## src/rtl/rvfi_mem_pkg.sv

```systemverilog
// rvfi_mem_pkg
// Shared types and defaults for the RVFI formal-harness memory responder.
// Holds the per-channel state enum, the default parameter values and a
// helper that derives the byte-strobe width from the data width.
// Optional feature macro used by the design files: RVFI_MEM_CONSISTENT_EN.
package rvfi_mem_pkg;

  typedef enum logic [1:0] {
    IDLE = 2'd0,
    WAIT = 2'd1,
    RESP = 2'd2
  } memState_e;

  localparam int DEF_NUM_CH      = 2;
  localparam int DEF_ADDR_W      = 32;
  localparam int DEF_DATA_W      = 32;
  localparam int DEF_MIN_LATENCY = 1;
  localparam int DEF_MAX_STALL   = 4;

  // One write strobe per data byte.
  function automatic int strbW(input int dataW);
    return dataW / 8;
  endfunction

endpackage

```

## src/rtl/rvfi_mem_channel.sv

```systemverilog
// rvfi_mem_channel
// One independent request/response channel of the formal memory responder.
// A request is latched in IDLE, waits a bounded number of cycles in WAIT
// (released early by rand_ready_i once MIN_LATENCY is met, forced at
// MAX_STALL) and is answered with a one-cycle strobe in RESP.
// Ports:
//   clock_i, reset_i   clock, synchronous active-high reset
//   req_valid_i        request pending
//   req_addr_i         request address
//   req_wstrb_i        byte write strobes, all-zero means read
//   req_wdata_i        write data
//   rand_ready_i       free random early-response enable
//   rand_rdata_i       free random read data
//   track_addr_i       symbolic tracked address (only with RVFI_MEM_CONSISTENT_EN)
//   rsp_ready_o        one-cycle response strobe
//   rsp_rdata_o        response data, held until the next response
//   protocol_err_o     sticky requester-protocol violation flag
// Macro RVFI_MEM_CONSISTENT_EN adds a shadow word giving read-after-write
// consistency on track_addr_i.
module rvfi_mem_channel
  import rvfi_mem_pkg::*;
#(
  parameter int ADDR_W      = DEF_ADDR_W,
  parameter int DATA_W      = DEF_DATA_W,
  parameter int MIN_LATENCY = DEF_MIN_LATENCY,
  parameter int MAX_STALL   = DEF_MAX_STALL,
  localparam int STRB_W     = strbW(DATA_W)
) (
  input  logic              clock_i,
  input  logic              reset_i,
`ifdef RVFI_MEM_CONSISTENT_EN
  input  logic [ADDR_W-1:0] track_addr_i,
`endif
  input  logic              req_valid_i,
  input  logic [ADDR_W-1:0] req_addr_i,
  input  logic [STRB_W-1:0] req_wstrb_i,
  input  logic [DATA_W-1:0] req_wdata_i,
  input  logic              rand_ready_i,
  input  logic [DATA_W-1:0] rand_rdata_i,
  output logic              rsp_ready_o,
  output logic [DATA_W-1:0] rsp_rdata_o,
  output logic              protocol_err_o
);

  localparam int CNT_W = $clog2(MAX_STALL + 1);
  localparam logic [CNT_W-1:0] MinCnt = CNT_W'(MIN_LATENCY);
  localparam logic [CNT_W-1:0] MaxCnt = CNT_W'(MAX_STALL);

  memState_e         state_q, state_d;
  logic [CNT_W-1:0]  cnt_q, cnt_d;
  logic [ADDR_W-1:0] addr_q;
  logic [STRB_W-1:0] wstrb_q;
  logic [DATA_W-1:0] rdata_q;
  logic              err_q;
  logic              fire;
  logic              violation;
  logic [DATA_W-1:0] rspData;

  // State and wait counter register.
  always_ff @(posedge clock_i) begin
    if (reset_i) begin
      state_q <= IDLE;
      cnt_q   <= '0;
    end else begin
      state_q <= state_d;
      cnt_q   <= cnt_d;
    end
  end

  // Next state. The counter stops at MAX_STALL, where the response is forced,
  // so it never needs more than $clog2(MAX_STALL+1) bits.
  always_comb begin
    state_d = state_q;
    cnt_d   = cnt_q;
    fire    = 1'b0;
    unique case (state_q)
      IDLE: begin
        if (req_valid_i) begin
          state_d = WAIT;
          cnt_d   = CNT_W'(1);
        end
      end
      WAIT: begin
        if ((cnt_q >= MinCnt) && (rand_ready_i || (cnt_q >= MaxCnt))) begin
          state_d = RESP;
          fire    = 1'b1;
        end else if (cnt_q < MaxCnt) begin
          cnt_d = cnt_q + 1'b1;
        end
      end
      RESP:    state_d = IDLE;
      default: state_d = IDLE;
    endcase
  end

  // Outputs are decoded from registers only.
  always_comb begin
    rsp_ready_o    = (state_q == RESP);
    rsp_rdata_o    = rdata_q;
    protocol_err_o = err_q;
  end

  // Once a request is latched the requester must hold it unchanged until the
  // response strobe has been seen.
  assign violation = (state_q != IDLE) &&
                     (!req_valid_i || (req_addr_i != addr_q) || (req_wstrb_i != wstrb_q));

`ifdef RVFI_MEM_CONSISTENT_EN
  logic [DATA_W-1:0] shadow_q;

  // Reads of the tracked address see the shadow word, not free random data.
  always_comb begin
    rspData = '0;
    if (wstrb_q == '0) begin
      rspData = (addr_q == track_addr_i) ? shadow_q : rand_rdata_i;
    end
  end

  // Writes to the tracked address merge strobed bytes on their response cycle.
  always_ff @(posedge clock_i) begin
    if (reset_i) begin
      shadow_q <= '0;
    end else if ((state_q == RESP) && (wstrb_q != '0) && (addr_q == track_addr_i)) begin
      for (int b = 0; b < STRB_W; b++) begin
        if (wstrb_q[b]) begin
          shadow_q[b*8 +: 8] <= req_wdata_i[b*8 +: 8];
        end
      end
    end
  end
`else
  logic unusedWdata;
  assign unusedWdata = ^req_wdata_i;

  always_comb begin
    rspData = '0;
    if (wstrb_q == '0) begin
      rspData = rand_rdata_i;
    end
  end
`endif

  // Request latches, response data and sticky error flag. Response data is
  // only replaced on the next WAIT->RESP transition, never cleared in IDLE.
  always_ff @(posedge clock_i) begin
    if (reset_i) begin
      addr_q  <= '0;
      wstrb_q <= '0;
      rdata_q <= '0;
      err_q   <= 1'b0;
    end else begin
      if ((state_q == IDLE) && req_valid_i) begin
        addr_q  <= req_addr_i;
        wstrb_q <= req_wstrb_i;
      end
      if (fire) begin
        rdata_q <= rspData;
      end
      if (violation) begin
        err_q <= 1'b1;
      end
    end
  end

endmodule

```

## src/rtl/rvfi_mem_responder.sv

```systemverilog
// rvfi_mem_responder
// Formal-harness memory responder placed between a core's memory ports and
// the formal environment. Each of NUM_CH channels (ch0 imem, ch1 dmem by
// convention) runs an independent request/response FSM with bounded random
// latency; random choices arrive on rand_ready_i / rand_rdata_i.
// Ports (per-channel buses are packed, channel 0 in the low slice):
//   clock_i, reset_i   clock, synchronous active-high reset
//   track_addr_i       symbolic tracked address (only with RVFI_MEM_CONSISTENT_EN)
//   req_valid_i        [NUM_CH]             request pending
//   req_addr_i         [NUM_CH*ADDR_W]      request address
//   req_wstrb_i        [NUM_CH*DATA_W/8]    byte write strobes, 0 = read
//   req_wdata_i        [NUM_CH*DATA_W]      write data
//   rand_ready_i       [NUM_CH]             random early-response enable
//   rand_rdata_i       [NUM_CH*DATA_W]      random read data
//   rsp_ready_o        [NUM_CH]             one-cycle response strobe
//   rsp_rdata_o        [NUM_CH*DATA_W]      response data
//   protocol_err_o     [NUM_CH]             sticky protocol violation flag
// Macro RVFI_MEM_CONSISTENT_EN enables read-after-write consistency on
// track_addr_i.
module rvfi_mem_responder
  import rvfi_mem_pkg::*;
#(
  parameter int NUM_CH      = DEF_NUM_CH,
  parameter int ADDR_W      = DEF_ADDR_W,
  parameter int DATA_W      = DEF_DATA_W,
  parameter int MIN_LATENCY = DEF_MIN_LATENCY,
  parameter int MAX_STALL   = DEF_MAX_STALL,
  localparam int STRB_W     = strbW(DATA_W)
) (
  input  logic                     clock_i,
  input  logic                     reset_i,
`ifdef RVFI_MEM_CONSISTENT_EN
  input  logic [ADDR_W-1:0]        track_addr_i,
`endif
  input  logic [NUM_CH-1:0]        req_valid_i,
  input  logic [NUM_CH*ADDR_W-1:0] req_addr_i,
  input  logic [NUM_CH*STRB_W-1:0] req_wstrb_i,
  input  logic [NUM_CH*DATA_W-1:0] req_wdata_i,
  input  logic [NUM_CH-1:0]        rand_ready_i,
  input  logic [NUM_CH*DATA_W-1:0] rand_rdata_i,
  output logic [NUM_CH-1:0]        rsp_ready_o,
  output logic [NUM_CH*DATA_W-1:0] rsp_rdata_o,
  output logic [NUM_CH-1:0]        protocol_err_o
);

  for (genvar ch = 0; ch < NUM_CH; ch++) begin : g_ch
    rvfi_mem_channel #(
      .ADDR_W      (ADDR_W),
      .DATA_W      (DATA_W),
      .MIN_LATENCY (MIN_LATENCY),
      .MAX_STALL   (MAX_STALL)
    ) u_channel (
      .clock_i        (clock_i),
      .reset_i        (reset_i),
`ifdef RVFI_MEM_CONSISTENT_EN
      .track_addr_i   (track_addr_i),
`endif
      .req_valid_i    (req_valid_i[ch]),
      .req_addr_i     (req_addr_i[ch*ADDR_W +: ADDR_W]),
      .req_wstrb_i    (req_wstrb_i[ch*STRB_W +: STRB_W]),
      .req_wdata_i    (req_wdata_i[ch*DATA_W +: DATA_W]),
      .rand_ready_i   (rand_ready_i[ch]),
      .rand_rdata_i   (rand_rdata_i[ch*DATA_W +: DATA_W]),
      .rsp_ready_o    (rsp_ready_o[ch]),
      .rsp_rdata_o    (rsp_rdata_o[ch*DATA_W +: DATA_W]),
      .protocol_err_o (protocol_err_o[ch])
    );
  end

endmodule

```

## config.mk

```make
export PLATFORM = sky130hd
export DESIGN_NAME = rvfi_mem_responder
export DESIGN_NICKNAME = d
export VERILOG_FILES = /design/src/rtl/rvfi_mem_pkg.sv /design/src/rtl/rvfi_mem_channel.sv /design/src/rtl/rvfi_mem_responder.sv
export SDC_FILE = /design/constraint.sdc
export NUM_CORES = 1
export LEC_CHECK = 0
export ABC_AREA = 1
export BUFFER_PORTS_ARGS = -buffer_cell sky130_fd_sc_hd__buf_4
export CORE_ASPECT_RATIO = 1.25
export CORE_MARGIN = 1.5
export CORE_UTILIZATION = 48
export DETAILED_ROUTE_END_ITERATION = 16
export PLACE_DENSITY = 0.85
export SYNTH_ARGS = -nofsm -noshare
export SYNTH_HDL_FRONTEND = slang
export SYNTH_SLANG_ARGS = --single-unit
```

## constraint.sdc

```tcl
create_clock -name clock_i -period 2.3 [get_ports clock_i]
set_clock_uncertainty 0.2 [all_clocks]
set_input_delay 0.23 -clock clock_i [delete_from_list [all_inputs] [get_ports clock_i]]
set_output_delay 0.23 -clock clock_i [all_outputs]
set_load 0.1 [all_outputs]
```

==> metrics.md, run 1 <==
| Metric | Value |
|---|---|
| Async S/R FF share, synth | `0%` |
| Ys flop type | `dfxtp_1` |
| Peak VDD IR | `0.6250 mV` |
| Setup TNS | `0 ps` |
| FF-to-FF setup slack | `350 ps` |
| Synth Net Count | `1160` |
| Synth area leader | `dfxtp_1` |
| HP Class | `in -> reg` |
| TritonCTS Buffers | `17` |
| First-pass GRT wire length | `approximately 33000 um` |
| Antenna viol nets, final | `0` |
| DR vias/cell | `slightly above 5` |
| DIE WIDTH | `108.2 um` |
| Hold Fails Final Rpt | `0` |
| Worst setup path endpoint | `g_ch[0].u_channel.rsp_rdata_o[0]` |
| Post-layout power | `7.176 mW` |
| Post-DP HPWL | `11620 um` |
| Die Y | `134.5 um` |
| Pre-CTS setup slack | `436.1 ps` |
| WP data arrival | `2110 ps` |
| Final #Nets | `about 1500` |
| Nature of the critical path startpoint | `flip-flop` |
| CTS tree | `yes` |
| Number of synthesized flops with an enable pin | `0` |
| Unique masters post-synth | `28` |
| Root buffer cell | `clkbuf_16` |
| Post-synthesis average cell area | `approximately 7.0 um^2` |
| Worst Path Required | `around 2500 ps` |
| # setup viols final | `0` |
| Max Cap Viol | `0` |
| Final min period | `between 1500 and 2000 ps` |
| P per Cell Area | `~700 mW/mm^2` |
| Worst-path clk slew | `60 ps` |
| Yosys Warn Count | `0` |
| Reg-to-reg endpoint | `g_ch[0].u_channel.rsp_rdata_o[0]` |
| Worst Path Class, Setup | `reg -> reg` |
| DR pass1 iterations | `5` |
| Initial antenna violation count | `1` |
| Critical R2R Launch | `g_ch[0].u_channel.cnt_q[0]` |
| Max-slew violation count | `0` |
| DRT iter0 DRCs | `480` |
| Synth top area cells | `dfxtp_1 (45%), nand2_1 (12%), nand3_1 (7.8%)` |
| Status | `finished clean` |
| Clock Latency Late Sink | `between 400 and 500 ps` |
| Reg2Reg Depth | `7` |
| Top post-synthesis cells by count | `nand2_1 (218), dfxtp_1 (148), inv_1 (114)` |
| Vias in the first global route | `between 7000 and 8000` |
| Share of the clock period used by the worst path | `a little over four fifths` |
| IO buf count | `approximately 210` |
| Vias | `roughly 7600` |
| Register bit total from synthesis | `between 100 and 150` |
| Residual DRC | `0` |
| Initial Util | `49.71%` |
| Hold path startpoint | `rand_ready_i[1]` |
| Total routed wirelength | `about 21000 um` |
| Clock Path Buffers | `2` |
| Gates resized, CTS repair | `0` |
| Die footprint | `0.01454 mm^2` |
| Synthesized area | `approximately 0.0066 mm^2` |
| RSZ-0062 raised after global routing | `false` |
| Hold buffer count at CTS | `between 100 and 150` |
| Achievable clock frequency | `512.7 MHz` |
| Setup WS post-layout | `about 350 ps` |
| Cells after Synth | `950` |
| H-tree lvl count | `4` |
| Slew Limit Headroom | `about half` |
| Post-CTS setup buffer count | `0` |
| Gr ovfl total | `0` |
| Share of layout cells above drive strength 1 | `~20%` |
| Worst Setup SP | `g_ch[0].u_channel.cnt_q[0]` |
| Critical Path Fanout Max | `33` |
| Row count | `between 40 and 50` |
| P&R area growth vs syn | `54.47%` |
| Least-Margin Pin Slew | `between 700 and 800 ps` |
| Sink Count | `between 100 and 150` |
| Worst setup EP type | `flip-flop` |
| Top Ports | `274` |
| Tot GR Track Use | `28.81%` |
| Gpl congestion | `roughly 0.84` |
| Core area | `around 0.013 mm^2` |
| Sequential area share after synthesis | `around 45%` |
| Largest net degree at the start of global routing | `around 110` |
| Top-count cell post-synth | `nand2_1` |
| Routed WL per cell | `between 10 and 15 um` |
| Share of the synthesized area in the top cell type | `about 45%` |
| Leakage | `a little under 5 nW` |
-- state kept, by name, summed over array words and instances, names as in the netlist --
name	cells
g_ch.u_channel.cnt_q	6
g_ch.u_channel.wstrb_q	8
g_ch.u_channel.addr_q	64
g_ch.u_channel.state_q	4
g_ch.u_channel.protocol_err_o	2
g_ch.u_channel.rsp_rdata_o	64
-- power breakdown --
group / leakage (nW) / switching (mW) / internal [mW] / total, mW
registers: 1.21 / 0.103 / 2.72 / 2.82
clock network: 0.304 / 1.09 / 1.88 / 2.97
logic: 3.41 / 0.801 / 0.580 / 1.38
total: 4.92 / 2.00 / 5.18 / 7.18
-- logic make-up (layout without fill, tap and decap cells) --
kind of cell	Yosys count	in the layout	share of synthesized area, %
and+or+nand+nor	427	427	27.05
AOI/OAI and AO/OA	186	186	14.46
buffers and inverters	169	506	10.97
DFF	148	148	44.65
xor gates and xnor gates	16	16	2.112
adders and majority gates	4	4	0.7542
other	0	2	0
-- layout by cell type (no fill, tap or decap), drive strengths merged, types with 5 or more instances in the layout --
master,count
dlygate4sd3,137
dfxtp,148
nor2,98
clkinv,5
clkbuf,21
inv,117
xnor2,12
nand3,104
buf,220
o21ai,121
nand2,221
a21oi,58
-- worst min-delay path by stage --
stage / end / slack, ps / depth (start not counted)
after floorplan: g_ch[0].u_channel.rsp_rdata_o[0] / 160 / 2
after global placement: g_ch[1].u_channel.protocol_err_o / 240 / 2
after detailed placement: g_ch[1].u_channel.protocol_err_o / 240 / 2
after CTS: g_ch[0].u_channel.cnt_q[1] / 80 / 6
after global routing: g_ch[0].u_channel.wstrb_q[3] / 130 / 4
final: g_ch[1].u_channel.cnt_q[1] / 90 / 6
-- stage by stage --
| step | std cells | cell area [um^2] | hold slack, ps | utilization (%) |
|---|---|---|---|---|
| after floorplan | 950 | 6636 | 161.3 | - |
| after global placement | 1289 | 8239 | 237.0 | 61.72 |
| after detailed placement | 1289 | 8239 | 242.5 | 61.72 |
| after CTS | 1458 | 10250 | 76.42 | 76.76 |
| after global routing | 1459 | 10250 | 133.2 | 76.77 |
| final | 1460 | 10250 | 94.56 | 76.79 |
-- layout make-up --
| class | instances | area, um^2 |
|---|---|---|
| antenna | 2 | 5.005 |
| fill | 817 | 3098 |
| clock inverter | 11 | 175.2 |
| clock buffer | 21 | 460.4 |
| timing repair buffer | 357 | 3048 |
| inverter | 117 | 440.4 |
| multi-input combinational | 633 | 2945 |
| tap | 171 | 214.0 |
| sequential | 148 | 2963 |
-- per-layer routing --
metal	vias to the layer above	track usage [%]	share of wire (%)
li1	3668	-	-
met1	3482	28.64	37
met2	344	52.71	53
met3	84	8.012	5.6
met4	0	16.96	4.3
met5	-	0	0
-- worst max-delay path, stage by stage, from the launching register on --
cell,delay (ps)
dfxtp_1,380
ha_1,170
o21ai_1,60
nand2_1,120
nand2_2,90
nor2_4,560
nand3_1,200
nand2_1,120
(Power assumes the default switching activity.)
==> run 2, diff against run 1 <==
- CORE_UTILIZATION: 48 -> 44
- PLACE_DENSITY: 0.85 -> 0.82
- clock period: 2.3 -> 1.6 ns (I/O delays scaled with it)
==> run 2 against run 1 <==
  * The run now ends with setup timing left
  * Clock power is 41% higher
  * Largest power group unchanged
  * Critical path type unchanged
  * Critical path depth grew 1
  * Combinational power is 67% higher
  * Maximum frequency increased by 11%
  * Routed wire length increased by 17%
  * Design area rose by 8.9%
==> metrics.md, run 2 (synthesis gave the netlist of run 1 again) <==
| Metric | Value |
|---|---|
| Status | `finished with violations` |
| Violated checks | `setup timing` |
| # setup viols final | `37 (+37)` |
| Share of the clock period used by the worst path | `109.6% (+25 points)` |
| Leakage | `5.238 nW (+6.4%)` |
| Die Y | `140.3 um (+4.3%)` |
| Gpl congestion | `0.7844 (-6.1%)` |
| DRT iter0 DRCs | `629 (+31%)` |
| Pre-CTS setup slack | `-237.4 ps (-673.4 ps)` |
| TritonCTS Buffers | `17 (unchanged)` |
| Routed WL per cell | `16.67 um (+15%)` |
| Worst Path Class, Setup | `reg -> reg` |
| Worst-path clk slew | `70 ps (about the same)` |
| Setup TNS | `-2516 ps (-2516 ps)` |
| Root buffer cell | `clkbuf_16` |
| WP data arrival | `1900 ps (-210 ps)` |
| Commonest non-fill, non-tap cell in the layout | `buf_4` |
| Nature of the critical path startpoint | `flip-flop` |
| Peak VDD IR | `0.7485 mV (+20%)` |
| Antenna viol nets, final | `0 (unchanged)` |
| Sink Count | `148 (unchanged)` |
| RSZ-0062 raised after global routing | `true` |
| P&R area growth vs syn | `68.16%` |
| Final #Nets | `1505 (+1.4%)` |
| HP Class | `in -> reg` |
| Setup WS post-layout | `-153.8 ps (-503.2 ps)` |
| Initial antenna violation count | `1 (unchanged)` |
| Die footprint | `0.01583 mm^2 (+8.9%)` |
| Largest net degree at the start of global routing | `48 (-54%)` |
| Post-layout util | `74.95% (-1.8 points)` |
| Worst setup EP type | `flip-flop` |
| Tot GR Track Use | `26.20% (-2.6 points)` |
| Final min period | `1754 ps (-196.8 ps)` |
| IO buf count | `209 (unchanged)` |
| Slew Limit Headroom | `73.72% (+22 points)` |
| DIE WIDTH | `112.8 um (+4.3%)` |
| Reg2Reg Depth | `8 (+1)` |
| Worst Path Required | `1750 ps (-710 ps)` |
| Total routed wirelength | `24870 um (+17%)` |
| First-pass GRT wire length | `33510 um (+0.48%)` |
| Achievable clock frequency | `570.2 MHz (+11%)` |
| Clock Path Buffers | `2 (unchanged)` |
| Row count | `50 (+6.4%)` |
| Hold Fails Final Rpt | `0 (unchanged)` |
| Top Ports | `274 (unchanged)` |
| DR vias/cell | `5.242 (+0.99%)` |
| Gr ovfl total | `0 (unchanged)` |
| Clock Latency Late Sink | `430 ps (+20 ps)` |
| Max-slew violation count | `0 (unchanged)` |
| Slowest cell on the critical path | `dfxtp_2` |
| DR pass1 iterations | `6 (+1)` |
| H-tree lvl count | `4 (unchanged)` |
| Max Cap Viol | `0 (unchanged)` |
| Residual DRC | `0 (unchanged)` |
| P per Cell Area | `948.9 mW/mm^2 (+36%)` |
| CP peak stage delay | `330 ps (-230 ps)` |
| Post-layout power | `10.59 mW (+48%)` |
| Post-DP HPWL | `11870 um (+2.2%)` |
| CTS tree | `yes` |
| Share of layout cells above drive strength 1 | `29.28% (+8.8 points)` |
| Core area | `0.01489 mm^2 (+12%)` |
| Critical Path Fanout Max | `6 (-82%)` |
| Least-Margin Pin Slew | `394.1 ps (-332.0 ps)` |
| Hold Path Cell Cnt | `4 (-2)` |
| Vias | `7821 (+3.2%)` |
| CP Cell Sequence | `inv_2, ha_4, o31ai_4, nand2_2, nand2_8, clkbuf_16, nand3_2, o21ai_1` |
| Initial Util | `44.57% (-5.1 points)` |
| Most frequent cells in the layout | `buf_4 (212), nand2_1 (211), dfxtp_1 (134), dlygate4sd3_1 (130), inv_1 (109)` |
| Vias in the first global route | `7177 (-4.6%)` |
==> run 2: cell types whose count changed in the layout (fill, tap and decap cells not counted), sizes merged <==
| cell | delta |
|---|---|
| buf | +13 |
| dlymetal6s4s | +7 |
| clkbuf | +7 |
| bufinv | -1 |
| nor2 | +1 |
| clkinv | -4 |
| dlygate4sd3 | -7 |
| clkinvlp | +3 |
| inv | +2 |
==> run 2: area by class of cell <==
cell class,instances,area [um^2]
Antenna cell,2,5.005
Multi-Input combinational cell,634,3396
Tap cell,182,227.7
Inverter,117,444.2
Sequential cell,148,2980
Clock buffer,21,460.4
Timing Repair Buffer,377,3496
Clock inverter,11,150.1
Fill cell,926,3730
==> run 2: report_power, final <==
group	internal [mW]	leakage, nW	switching [mW]
clock network	2.54	0.282	1.66
logic	0.995	3.74	1.32
registers	3.92	1.22	0.159
==> run 2: worst paths after layout <==
check / startpoint / end / slack [ps]
min reg2reg: g_ch[1].u_channel.protocol_err_o / g_ch[1].u_channel.protocol_err_o / 250
min: req_addr_i[23] / g_ch[0].u_channel.addr_q[23] / 10
max reg2reg: g_ch[1].u_channel.cnt_q[1] / g_ch[1].u_channel.rsp_rdata_o[9] / -150
max: g_ch[1].u_channel.cnt_q[1] / g_ch[1].u_channel.rsp_rdata_o[9] / -150
==> run 2: layer usage <==
layer | routed length, um | GRT usage, % | up-vias
li1 | - | - | 3717
met1 | 9041 | 28.34 | 3616
met2 | 12950 | 47.82 | 373
met3 | 1483 | 5.712 | 115
met4 | 1391 | 13.12 | 0
met5 | 0 | 0 | -
==> run 2: per-stage QoR <==
step,area [um^2],cells,hold WS [ps]
after floorplan,6636,950,91.29
after global placement,8411,1311,173.8
after detailed placement,8411,1311,182.1
after CTS,10460,1484,3.377
after global routing,11160,1491,46.85
final,11160,1492,10.73
==> run 2: repair_timing <==
item	CTS	global route
endpoints found under the setup margin	35	96
resized for setup	8	137
hold buffers	137	0
hold endpoints to repair	144	0
pin swaps	2	35
buffers inserted	3	2
cloned	1	9
==> run 2: critical path, delay by kind of cell, from the launching register on <==
kind	cells	cell delay, ps
AND/OR/NAND/NOR	3	390
AO/OA/AOI/OAI	2	380
buffers and inverters	2	210
adder cells (fa/ha/maj)	1	160
flip-flops	1	330
==> run 3, diff against run 2 <==
- ABC_AREA: 1 -> 0
- CORE_UTILIZATION: 44 -> 42
- PLACE_DENSITY: 0.82 -> 0.81
==> run 3 against run 2 <==
  * The flow finishes with violations (hold timing, setup timing)
  * Global-route usage rose by 1.0 points
  * Hold slack got worse by 66 ps
  * Highest routed layer unchanged
  * Cell count fell by 21%
  * Setup slack got worse by 200 ps
  * Critical endpoint is now g_ch[1].u_channel.cnt_q[1]
  * Non-clock buffer count rose by 17
  * Area after synthesis fell by 12%
  * Register-to-register slack got worse by 200 ps
  * Design area fell by 9.4%
  * Critical path depth did not move
==> metrics.md, run 3 <==
| Metric | Value |
|---|---|
| Max-slew violation count | `0 (unchanged)` |
| DIE WIDTH | `108.2 um (-4.1%)` |
| Nature of the critical path startpoint | `flip-flop` |
| Net Sw Power | `2.767 mW (-12%)` |
| Least-Margin Pin Slew | `697.5 ps (+303.4 ps)` |
| Yosys Warn Count | `0 (unchanged)` |
| Synth area leader | `dfxtp_1` |
| Met1 Usage GRT | `29.02% (+0.68 points)` |
| Routed WL per cell | `18.15 um (+8.9%)` |
| GR Util met2 | `47.93% (+0.11 points)` |
| Async S/R FF share, synth | `0% (unchanged)` |
| Gate power share | `19.8% (-2.0 points)` |
| Hold Crit Endpoint | `g_ch[0].u_channel.state_q[0]` |
| WP data arrival | `2090 ps (+190 ps)` |
| P per Cell Area | `992.3 mW/mm^2 (+4.6%)` |
| Worst Path Required | `1740 ps (about the same)` |
| Top post-synthesis cells by count | `dfxtp_1 (148), nand2_1 (148), a21oi_1 (76)` |
| Clock Path Buffers | `2 (unchanged)` |
| HP Class | `in -> reg` |
| DRT iter0 DRCs | `393 (-38%)` |
| CTS tree | `yes` |
| Post-synthesis average cell area | `9.389 um^2 (+34%)` |
| Vias in the first global route | `6310 (-12%)` |
| RSZ-0062 raised after global routing | `true` |
| Vias | `6205 (-21%)` |
| Share of layout cells above drive strength 1 | `33.70% (+4.4 points)` |
| Worst setup EP type | `flip-flop` |
| Row count | `47 (-6.0%)` |
| Switching share of power | `27.57% (-2.0 points)` |
| Max Cap Viol | `0 (unchanged)` |
| Hold path startpoint | `rand_ready_i[0]` |
| Setup WS post-layout | `-350.6 ps (-196.8 ps)` |
| Die Y | `134.5 um (-4.1%)` |
| Clock Power Share | `40.2% (+0.5 points)` |
| Leakage | `4.408 nW (-16%)` |
| First-pass GRT wire length | `30920 um (-7.7%)` |
| Reg2Reg Depth | `8 (unchanged)` |
| Unique masters post-synth | `32 (+14%)` |
| Worst Path Class, Setup | `reg -> reg` |
| Cells after Synth | `619 (-35%)` |
| Synthesized area | `0.005812 mm^2 (-12%)` |
| DR pass1 iterations | `7 (+1)` |
| Critical Path Fanout Max | `4 (-2)` |
| Final min period | `1951 ps (+196.8 ps)` |
| Sequential share of power | `40.0% (+1.5 points)` |
| Post-layout power | `10.04 mW (-5.2%)` |
| Largest net degree at the start of global routing | `60 (+25%)` |
| TritonCTS Buffers | `17 (unchanged)` |
| Slew Limit Headroom | `53.50% (-20 points)` |
| Initial Util | `43.54% (-1.0 points)` |
| Total routed wirelength | `21320 um (-14%)` |
| Clock Latency Late Sink | `420 ps (about the same)` |
| Post-DP HPWL | `10400 um (-12%)` |
| WHS | `-55.63 ps (-66.36 ps)` |
| Synth Net Count | `829 (-29%)` |
| Hold Fails Final Rpt | `1 (+1)` |
| Synth top area cells | `dfxtp_1 (51%), a22o_1 (9.6%), nand2_1 (9.6%)` |
| Share of the synthesized area in the top cell type | `50.98% (+6.3 points)` |
| Most frequent cells in the layout | `buf_4 (235), nand2_1 (147), dlygate4sd3_1 (138), dfxtp_1 (133), a21oi_1 (74)` |
| Commonest non-fill, non-tap cell in the layout | `buf_4` |
| Sink Count | `148 (unchanged)` |
| Number of synthesized flops with an enable pin | `0 (unchanged)` |
| Die footprint | `0.01456 mm^2 (-8.1%)` |
| Post-layout util | `75.77% (+0.82 points)` |
| Final #Nets | `1201 (-20%)` |
| Reg-to-reg endpoint | `g_ch[1].u_channel.cnt_q[1]` |
| Core area | `0.01335 mm^2 (-10%)` |
| P&R area growth vs syn | `74.04%` |
| Share of the clock period used by the worst path | `121.9% (+12 points)` |
| Achievable clock frequency | `512.7 MHz (-10%)` |
| Root buffer cell | `clkbuf_16` |
| Residual DRC | `0 (unchanged)` |
| Violated checks | `hold timing, setup timing` |
| FF-to-FF setup slack | `-350 ps (-200 ps)` |
| Tot GR Track Use | `27.21% (+1.0 points)` |
| Hold buffer count at CTS | `138 (+0.73%)` |
| Cell internal pwr | `7.270 mW (-2.5%)` |
| Sequential area share after synthesis | `50.98% (+6.3 points)` |
| Top Ports | `274 (unchanged)` |
| H-tree lvl count | `4 (unchanged)` |
| Peak VDD IR | `0.7616 mV (+1.8%)` |
| Register bit total from synthesis | `148 (unchanged)` |
| Met3 Track Usage GR | `7.481% (+1.8 points)` |
| Antenna viol nets, final | `0 (unchanged)` |
| Gr ovfl total | `0 (unchanged)` |
| Gpl congestion | `0.7587 (-3.3%)` |
| Initial antenna violation count | `1 (unchanged)` |
| # setup viols final | `70 (+89%)` |
| IO buf count | `209 (unchanged)` |
| Global route hottest layer | `met2` |
| Hold Path Cell Cnt | `4 (unchanged)` |
| Critical R2R Launch | `g_ch[1].u_channel.cnt_q[1]` |
| Ys flop type | `dfxtp_1` |
| DR vias/cell | `5.281 (+0.74%)` |
| Worst-path clk slew | `60 ps (about the same)` |
| Status | `finished with violations` |
==> run 3: worst max-delay path, stage by stage (launching register included) <==
cell and delay, ps:
dfxtp_2 330, inv_2 40, ha_4 160, o31ai_4 160, nand2b_1 160, buf_4 180
nor3b_4 250, mux2_4 330, nor2_2 70
==> run 3: metal layers <==
layer | part of all wire [%] | vias to the layer above
met4 | 4.9 | 0
met1 | 37 | 2940
li1 | - | 2874
met3 | 6.9 | 86
met2 | 51 | 305
met5 | 0 | -
==> run 3: layout make-up <==
class | instances | area [um^2]
tap | 171 | 214.0
fill | 789 | 3234
clock buffer | 20 | 436.7
inverter | 2 | 7.507
clock inverter | 11 | 152.6
timing repair buffer | 394 | 3500
multi-input combinational | 428 | 2815
antenna | 1 | 2.502
sequential | 148 | 2987
==> run 3: worst max-delay path by stage <==
stage | from | end
final | g_ch[1].u_channel.cnt_q[1] | g_ch[1].u_channel.cnt_q[1]
after global routing | g_ch[1].u_channel.cnt_q[1] | g_ch[1].u_channel.cnt_q[1]
after detailed placement | g_ch[1].u_channel.wstrb_q[1] | g_ch[1].u_channel.rsp_rdata_o[9]
after global placement | g_ch[1].u_channel.wstrb_q[1] | g_ch[1].u_channel.rsp_rdata_o[26]
after CTS | g_ch[1].u_channel.cnt_q[1] | g_ch[1].u_channel.cnt_q[1]
after floorplan | g_ch[1].u_channel.cnt_q[1] | g_ch[1].u_channel.rsp_rdata_o[10]
==> run 3: kinds of logic (layout without fill, tap and decap cells) <==
group	count (synthesis)	in the layout	synth area share, %
simple gates	203	204	15.78
flops	148	148	50.98
compound gates	147	147	17.03
xor+xnor	72	72	10.85
buf+inv	44	427	4.306
fa+ha+maj	4	4	0.8612
mux	1	1	0.1937
other cells	0	1	0
==> run 3: power groups by stage <==
stage,combinational (mW),clock [mW],sequential [mW]
6_report,1.99,4.04,4.01
5_1_grt,2.11,4.22,4.03
4_1_cts,1.83,4.07,3.99
3_5_place_dp,1.51,0,4.07
3_3_place_gp,1.49,0,4.06
2_1_floorplan,0.670,0,4.32
==> run 3: what timing repair did <==
item | CTS | global route
cloned | 3 | 3
hold endpoints to repair | 138 | 1
buffers inserted | 8 | 8
pin swaps | 10 | 35
gates resized for setup | 21 | 38
endpoints found under the setup margin | 72 | 111
==> run 3: through the flow <==
| stage | instances | setup TNS (ps) | hold slack [ps] | cell area [um^2] | worst slack, ps |
|---|---|---|---|---|---|
| final | 1175 | -15120 | -55.63 | 10110 | -350.6 |
| after global routing | 1175 | -19440 | -28.80 | 10110 | -410.7 |
| after CTS | 1169 | -14970 | -84.69 | 9898 | -362.1 |
| after detailed placement | 989 | -23920 | 172.0 | 7730 | -631.9 |
| after global placement | 989 | -22930 | 168.8 | 7730 | -582.9 |
| after floorplan | 619 | -5862 | 85.48 | 5913 | -174.4 |
